===== src/rtl/storage_pkg.sv =====
// Shared types and defaults for the two-port Wishbone storage arbiter.
package storage_pkg;

  typedef enum logic [1:0] {
    ST_IDLE   = 2'd0,
    ST_ACCESS = 2'd1,
    ST_RESP   = 2'd2
  } state_t;

  localparam logic [23:0] DEF_ADR_MASK  = 24'hFF_0000;
  localparam logic [47:0] DEF_BLOCK_ADR = {24'h10_0000, 24'h00_0000};

  // One Wishbone transfer request as captured from a port
  typedef struct packed {
    logic        we;
    logic [3:0]  sel;
    logic [31:0] adr;
    logic [31:0] dat;
  } wb_req_t;

endpackage


===== src/rtl/storage_rr_arbiter.sv =====
// Two-way round-robin grant; history advances only when a grant is accepted.
module storage_rr_arbiter (
  input  logic       clk,
  input  logic       rst_n,
  input  logic [1:0] req,
  input  logic       accept,
  output logic [1:0] gnt
);

  // 1 = port 1 won last, so the first contention goes to port 0
  logic last;

  // Favour the port that did not win last time when both ask
  always_comb begin
    gnt = 2'b00;
    case (req)
      2'b01:   gnt = 2'b01;
      2'b10:   gnt = 2'b10;
      2'b11:   gnt = last ? 2'b01 : 2'b10;
      default: gnt = 2'b00;
    endcase
  end

  // Remember the winner of each accepted grant
  always_ff @(posedge clk or negedge rst_n) begin
    if (!rst_n)                last <= 1'b1;
    else if (accept && |req)   last <= gnt[1];
  end

endmodule


===== src/rtl/storage_arbiter.sv =====
// Arbitrates two Wishbone classic requesters onto RAM_BLOCKS single-port SRAMs.
// Each transfer takes IDLE -> ACCESS -> RESP; SRAM pins are driven only from
// the fields latched when the grant is taken.
module storage_arbiter
  import storage_pkg::*;
#(
  parameter int                       RAM_BLOCKS = 2,
  parameter logic [RAM_BLOCKS*24-1:0] BLOCK_ADR  = DEF_BLOCK_ADR,
  parameter logic [23:0]              ADR_MASK   = DEF_ADR_MASK
) (
  input  logic                     wb_clk_i,
  input  logic                     wb_rst_n,
  input  logic                     m0_cyc_i,
  input  logic                     m0_stb_i,
  input  logic                     m0_we_i,
  input  logic [3:0]               m0_sel_i,
  input  logic [31:0]              m0_adr_i,
  input  logic [31:0]              m0_dat_i,
  output logic                     m0_ack_o,
  output logic [31:0]              m0_dat_o,
  input  logic                     m1_cyc_i,
  input  logic                     m1_stb_i,
  input  logic                     m1_we_i,
  input  logic [3:0]               m1_sel_i,
  input  logic [31:0]              m1_adr_i,
  input  logic [31:0]              m1_dat_i,
  output logic                     m1_ack_o,
  output logic [31:0]              m1_dat_o,
  output logic [RAM_BLOCKS-1:0]    mem_ena,
  output logic [RAM_BLOCKS-1:0]    mem_wen,
  output logic [RAM_BLOCKS*4-1:0]  mem_wen_mask,
  output logic [7:0]               mem_addr,
  output logic [31:0]              mem_wdata,
  input  logic [RAM_BLOCKS*32-1:0] mem_rdata,
  output logic                     busy_o
);

  state_t                state;
  logic                  gnt_q;   // 0 = mgmt port, 1 = user port
  wb_req_t               cur;
  logic [RAM_BLOCKS-1:0] blk_q;   // one-hot, all zero on no match

  wb_req_t [1:0]         port_req;
  logic [1:0]            vld;
  logic [1:0]            gnt;
  logic                  accept;
  wb_req_t               nxt;
  logic [RAM_BLOCKS-1:0] blk_dec;
  logic                  in_acc;
  logic                  in_resp;
  logic [31:0]           rd_word;
  logic [31:0]           resp_dat;
  logic                  unused_adr;

  assign port_req[0] = '{we: m0_we_i, sel: m0_sel_i, adr: m0_adr_i, dat: m0_dat_i};
  assign port_req[1] = '{we: m1_we_i, sel: m1_sel_i, adr: m1_adr_i, dat: m1_dat_i};
  assign vld         = {m1_cyc_i & m1_stb_i, m0_cyc_i & m0_stb_i};
  assign accept      = (state == ST_IDLE) && |vld;

  storage_rr_arbiter u_arb (
    .clk    (wb_clk_i),
    .rst_n  (wb_rst_n),
    .req    (vld),
    .accept (accept),
    .gnt    (gnt)
  );

  assign nxt = gnt[0] ? port_req[0] : port_req[1];

  // Block decode of the winning address; descending scan so lowest index wins
  always_comb begin
    blk_dec = '0;
    for (int i = RAM_BLOCKS - 1; i >= 0; i--) begin
      if ((nxt.adr[23:0] & ADR_MASK) == BLOCK_ADR[i*24 +: 24]) begin
        blk_dec    = '0;
        blk_dec[i] = 1'b1;
      end
    end
  end

  // Transfer FSM; requests seen outside IDLE wait for the next IDLE
  always_ff @(posedge wb_clk_i or negedge wb_rst_n) begin
    if (!wb_rst_n) begin
      state <= ST_IDLE;
      gnt_q <= 1'b0;
      cur   <= '0;
      blk_q <= '0;
    end else begin
      case (state)
        ST_IDLE: if (accept) begin
          state <= ST_ACCESS;
          gnt_q <= gnt[1];
          cur   <= nxt;
          blk_q <= blk_dec;
        end
        ST_ACCESS: state <= ST_RESP;
        ST_RESP:   state <= ST_IDLE;
        default:   state <= ST_IDLE;
      endcase
    end
  end

  assign in_acc  = (state == ST_ACCESS);
  assign in_resp = (state == ST_RESP);
  assign busy_o  = (state != ST_IDLE);

  genvar b;
  generate
    for (b = 0; b < RAM_BLOCKS; b++) begin : g_blk
      assign mem_ena[b]             = ~(in_acc & blk_q[b]);
      assign mem_wen[b]             = ~(in_acc & blk_q[b] & cur.we);
      assign mem_wen_mask[b*4 +: 4] = (in_acc & blk_q[b]) ? cur.sel : 4'h0;
    end
  endgenerate

  assign mem_addr  = cur.adr[9:2];
  assign mem_wdata = cur.dat;

  // Select the read word of the latched block; zero when nothing matched
  always_comb begin
    rd_word = '0;
    for (int i = 0; i < RAM_BLOCKS; i++)
      if (blk_q[i]) rd_word = rd_word | mem_rdata[i*32 +: 32];
  end

  assign resp_dat = (in_resp && !cur.we) ? rd_word : 32'h0;

  // Ack only if the requester is still in its cycle
  assign m0_ack_o = in_resp & ~gnt_q & m0_cyc_i;
  assign m1_ack_o = in_resp &  gnt_q & m1_cyc_i;
  assign m0_dat_o = gnt_q ? 32'h0 : resp_dat;
  assign m1_dat_o = gnt_q ? resp_dat : 32'h0;

  assign unused_adr = ^{cur.adr[31:10], cur.adr[1:0]};

endmodule


===== config.mk =====
export PLATFORM = sky130hd
export DESIGN_NAME = storage_arbiter
export DESIGN_NICKNAME = d
export VERILOG_FILES = /design/src/rtl/storage_pkg.sv /design/src/rtl/storage_rr_arbiter.sv /design/src/rtl/storage_arbiter.sv
export SDC_FILE = /design/constraint.sdc
export NUM_CORES = 1
export LEC_CHECK = 0
export CORE_ASPECT_RATIO = 1.75
export CORE_UTILIZATION = 25
export CTS_CLUSTER_SIZE = 40
export DETAILED_ROUTE_END_ITERATION = 10
export HOLD_SLACK_MARGIN = 0.08
export PLACE_DENSITY = 0.71
export SLEW_MARGIN = 20
export SYNTH_ARGS = -nofsm -noshare
export SYNTH_HDL_FRONTEND = slang
export SYNTH_SLANG_ARGS = --single-unit

===== constraint.sdc =====
create_clock -name wb_clk_i -period 3 [get_ports wb_clk_i]
set_clock_uncertainty 0.15 [all_clocks]
set_input_delay 0.6 -clock wb_clk_i [delete_from_list [all_inputs] [get_ports wb_clk_i]]
set_output_delay 0.6 -clock wb_clk_i [all_outputs]
set_load 0.05 [all_outputs]

== Yosys cells after proc, flatten, opt, wreduce, memory -nomap -nowiden ==
Index checks and enable logic that the tools add are counted.

* Eq/ne operators: 7
* Mux-type cells: 14
* Bitwise operators: 16
* Reduce and logical (&&, ||, !) cells: 9

{| class="wikitable"
|+ Operators by type and width
! operator !! count
|-
| 32-bit two-way mux || 5
|-
| 69-bit two-way mux || 1
|-
| 32-bit OR || 1
|-
| 24-bit zero test || 1
|-
| 1-bit bitwise AND || 10
|-
| 8-bit by 5-bit == test with 1-bit output, second input constant || 1
|-
| 2-bit two-way mux || 4
|-
| 4-bit two-way mux || 2
|-
| 2-bit == test, second input constant || 3
|-
| 2-bit one-hot mux with 3 select lines || 1
|-
| 1-bit NOT || 5
|-
| 2-bit by 1-bit == test with 1-bit output, second input constant || 2
|-
| 2-bit one-hot mux with 2 select lines || 1
|-
| 1-bit logical AND || 3
|-
| 2-bit zero test || 1
|-
| 2-bit by 1-bit != test with 1-bit output, second input constant || 1
|-
| 2-bit AND reduction || 1
|-
| 2-bit nonzero test || 1
|-
| 2-bit OR reduction || 1
|-
| 1-bit zero test || 1
|}

* Register bits after elaboration: 53
* Bits of input ports: 208
* Output and inout bits: 119
* Logic and storage cells: 54

== Longest topological paths before layout ==
* Word-level depth: 7
* Mapped depth: 6
* Mapped depth without buffers: 3

== Cells and area by module ==
A second synthesis with hierarchy kept.

* Cells, all modules: 401
* Area total of the unflattened synthesis: 3313.2 µm²

{| class="wikitable"
|+ By module, submodules not included
! module !! instances !! cells each !! area each (µm²) !! sequential area each (µm²)
|-
| storage_arbiter || 1 || 395 || 3256.9 || 1251.2
|-
| storage_rr_arbiter || 1 || 6 || 56.3 || 26.3
|}

== Least setup slack after synthesis ==
Ideal clock, no wire load.

* Path kind: input-to-output
* From: input port m0_cyc_i
* To: output port m0_ack_o
* Arrival: 2133 ps
* Required time: 2250 ps
* Slack: 117 ps
* Cell stages on the path: 1
* Path buffers: 0
* Path through: nor4bb_1

* Longest elaborated chain between the ends: 1

{| class="wikitable"
|+ Ends and longest elaborated chain
! element !! line !! source
|-
| start, declared || storage_arbiter.sv:13 || <nowiki>input logic m0_cyc_i,</nowiki>
|-
| 1-bit bitwise AND || storage_arbiter.sv:129 || <nowiki>assign m0_ack_o = in_resp & ~gnt_q & m0_cyc_i;</nowiki>
|-
| end, declared || storage_arbiter.sv:19 || <nowiki>output logic m0_ack_o,</nowiki>
|}

No other way between the ends.

== Worst setup path in the final report ==
* From: register blk_q[1]
* To: output port m1_dat_o[22]

* Longest elaborated chain between the ends: 3

{| class="wikitable"
|+ Ends and longest elaborated chain
! element !! line !! source
|-
| start, declared || storage_arbiter.sv:41 || <nowiki>logic [RAM_BLOCKS-1:0] blk_q;</nowiki>
|-
| start signal, assigned || storage_arbiter.sv:94 || <nowiki>blk_q <= blk_dec;</nowiki>
|-
| 32-bit two-way mux || storage_arbiter.sv:123 || <nowiki>if (blk_q[i]) rd_word = rd_word | mem_rdata[i*32 +: 32];</nowiki>
|-
| 32-bit two-way mux || storage_arbiter.sv:126 || <nowiki>assign resp_dat = (in_resp && !cur.we) ? rd_word : 32'h0;</nowiki>
|-
| 32-bit two-way mux || storage_arbiter.sv:132 || <nowiki>assign m1_dat_o = gnt_q ? resp_dat : 32'h0;</nowiki>
|-
| end, declared || storage_arbiter.sv:28 || <nowiki>output logic [31:0] m1_dat_o,</nowiki>
|}

No other way between the ends.

==> impl_metrics.toml <==
[detailed_routing]
wl_per_cell_um = 21.6
ant_nets = 0
routed_wl_um = 18000
vias_per_cell = 5.42
num_vias = 4508
drc = 0
firstDrtPassIters = 4
initialDrtViolationCount = 231

[sta]
rsz0062_at_grt = "false"
post-route-period-util = 0.906
final.setup.tns_ns = 0
period_needed_ns = 2.72
slew_headroom = 0.421
worst_pin_slew_ns = 0.868
hold_viol = 0
max_freq_mhz = 368
setup_viol = 0
drv_slew = 0
whs_ns = 0.172

[setup_path]
required_ns = 2.25
path_max_fanout = 18
crit_path_start_kind = "flip-flop"
cp_cell_sequence = "buf_4 -> a22oi_1 -> nor2_1 -> buf_12"
criticalPathCategory = "reg2out"
crit_path_end_kind = "output port"
slowest_stage = "dfrtp_1"
crit_family = "flip-flops"
arrival_ns = 1.97
worst-path-buf-inv = 2
cp_slowest_stage_delay_ns = 0.76

[yosys]
seq_area_frac_synth = 0.324
synthCells = 415
synth_ff_type = "dfrtp_1"
synthArstFlopShare = 1.00
synth_area_per_cell_sq_um = 9.51
ys_types = 36
synth_top_family_by_area = "compound AO/OA/AOI/OAI gates"
synthXorXnorAreaFrac = 0
synthMuxAreaShare = 0
synth-compound-area-share = 0.398
synth-seq-cells = 51
syn-num-nets = 623
ys.warnings.count = 0
synth-simple-area-share = 0.119
synth_enable_flop_cells = 0
synth_area_sq_um = 3950
synthAdderAreaFrac = 0

[global_routing]
grt_max_degree = 49
grt_pass1_wl_um = 27200
grt_pass1_vias = 4753
antenna_found_initial = 0
track_usage = 0.214
overflow = 0

[cts]
postCtsHoldBufs = 0
clk_latency_ns = 0.29
post_cts_buffers = 0
htreeDepth = 2
cts-root-buf = "clkbuf_16"
clock_path_buffers = 2
cts_inserted_buffers = 5
cts_resized = 0
cts_tree = "built"
cts_sinks = 51
clk_pin_slew_ns = 0.08

[cells_and_area]
area.growth.synth_to_final_pct = 92.5
drive_gt1_frac = 0.234
diodes = 0
final_common_cell = "clkdlybuf4s50_1"
nets = 852
mostFrequentLayoutCells = "214 x clkdlybuf4s50_1, 77 x buf_12, 64 x nor2_1, 50 x dfrtp_1, 40 x o21ai_0"

[min_path]
worst_hold_path_type = "in2async"

[job]
drv_cap = 0

[place]
portBuffers = 294
gp_routability_congestion = 0.877
hpwl_um = 13800

[floorplan]
die_w_um = 97.0
die_h_um = 168
ios = 327
initial_utilization = 0.256
coreArea_sq_um = 15400
rows = 60
design.die.area_sq_um = 16300

[power_and_ir_drop]
switching_power_mw = 1.57
p_comb_frac = 0.519
peakVddDrop_mv = 0.382
clockPowerShare = 0.202
seqPwrFrac = 0.280
p_int_mw = 2.22
leakagePower_nw = 2.70
p_sw_frac = 0.415
powerDensity_nw_per_um2 = 500

[status]
outcome = "finished, final reports clean"
## final cells by class
class | count | area, sq um
flip-flops and latches | 51 | 1280
inverters | 2 | 7.51
multi-input cells | 272 | 2040
well taps | 186 | 233
repair buffers | 312 | 3840
fillers | 1355 | 7800
clock buffers | 5 | 125
clock inverters | 3 | 71.3
## power groups by stage
stage	combinational [mW]	clock (mW)	sequential, mW
after floorplan	1.52	0	1.01
after global placement	1.94	0	1.06
after detailed placement	1.97	0	1.07
after CTS	1.98	0.792	1.06
after global routing	2.04	0.817	1.09
final	1.97	0.765	1.06
## metal layers
metal	vias up	GRT usage	share of wire
met1	2202	0.214	0.34
li1	2005	-	-
met5	-	0	0
met4	0	0.101	0.040
met2	264	0.420	0.56
met3	37	0.0369	0.060
## cell usage after synthesis (3+ instances only)
library cell | n | area share
nor4bb_1 | 3 | 0.0076
dfrtp_1 | 50 | 0.32
a311oi_1 | 25 | 0.056
buf_6 | 5 | 0.014
and3_1 | 8 | 0.013
buf_2 | 15 | 0.019
nand3_1 | 3 | 0.0038
buf_4 | 49 | 0.093
o21ai_1 | 7 | 0.0089
o21ai_0 | 40 | 0.051
a311oi_2 | 20 | 0.076
a2bb2oi_2 | 20 | 0.076
nand2_1 | 5 | 0.0048
a2bb2oi_1 | 25 | 0.056
clkbuf_1 | 18 | 0.017
a22oi_1 | 32 | 0.061
nor2_1 | 64 | 0.061
## through the flow
step           instance area, sq um  total power, mW   util  instances  worst slack [ns]
6_report                       7590             3.79  0.493        831             0.283
5_1_grt                        7590             3.95  0.493        831             0.186
4_1_cts                        7590             3.83  0.493        831             0.270
3_5_place_dp                   7400             3.04  0.481        823             0.430
3_3_place_gp                   7400             2.99  0.481        823             0.423
2_1_floorplan                  3950             2.53      -        415             0.117
## sequential cells by signal, summed over array words and instances, names as in the netlist
register / flops
mem_wdata: 32
mem_addr: 8
cur: 5
blk_q: 2
state: 2
gnt_q: 1
u_arb.last: 1
## kinds of logic after synthesis
family | count (synthesis)
and+or+nand+nor | 98
DFF | 51
AOI/OAI and AO/OA | 174
buffers and inverters | 92
## final timing paths
check,startpoint,to,slack [ns],cells past startpoint
min in group wb_clk_i,mem_wdata[20]$_DFFE_PN0P_,mem_wdata[20]$_DFFE_PN0P_,0.38,1
min reg2reg,mem_wdata[20]$_DFFE_PN0P_,mem_wdata[20]$_DFFE_PN0P_,0.38,1
max,blk_q[1]$_DFFE_PN0P_,m1_dat_o[22],0.28,4
max reg2reg,state[0]$_DFFE_PN0P_,mem_addr[4]$_DFFE_PN0P_,0.77,3
max in group asynchronous,wb_rst_n,u_arb.last$_DFFE_PN1P_,1.68,2
min,wb_rst_n,mem_wdata[31]$_DFFE_PN0P_,0.17,1
(Power assumes the default switching activity.)
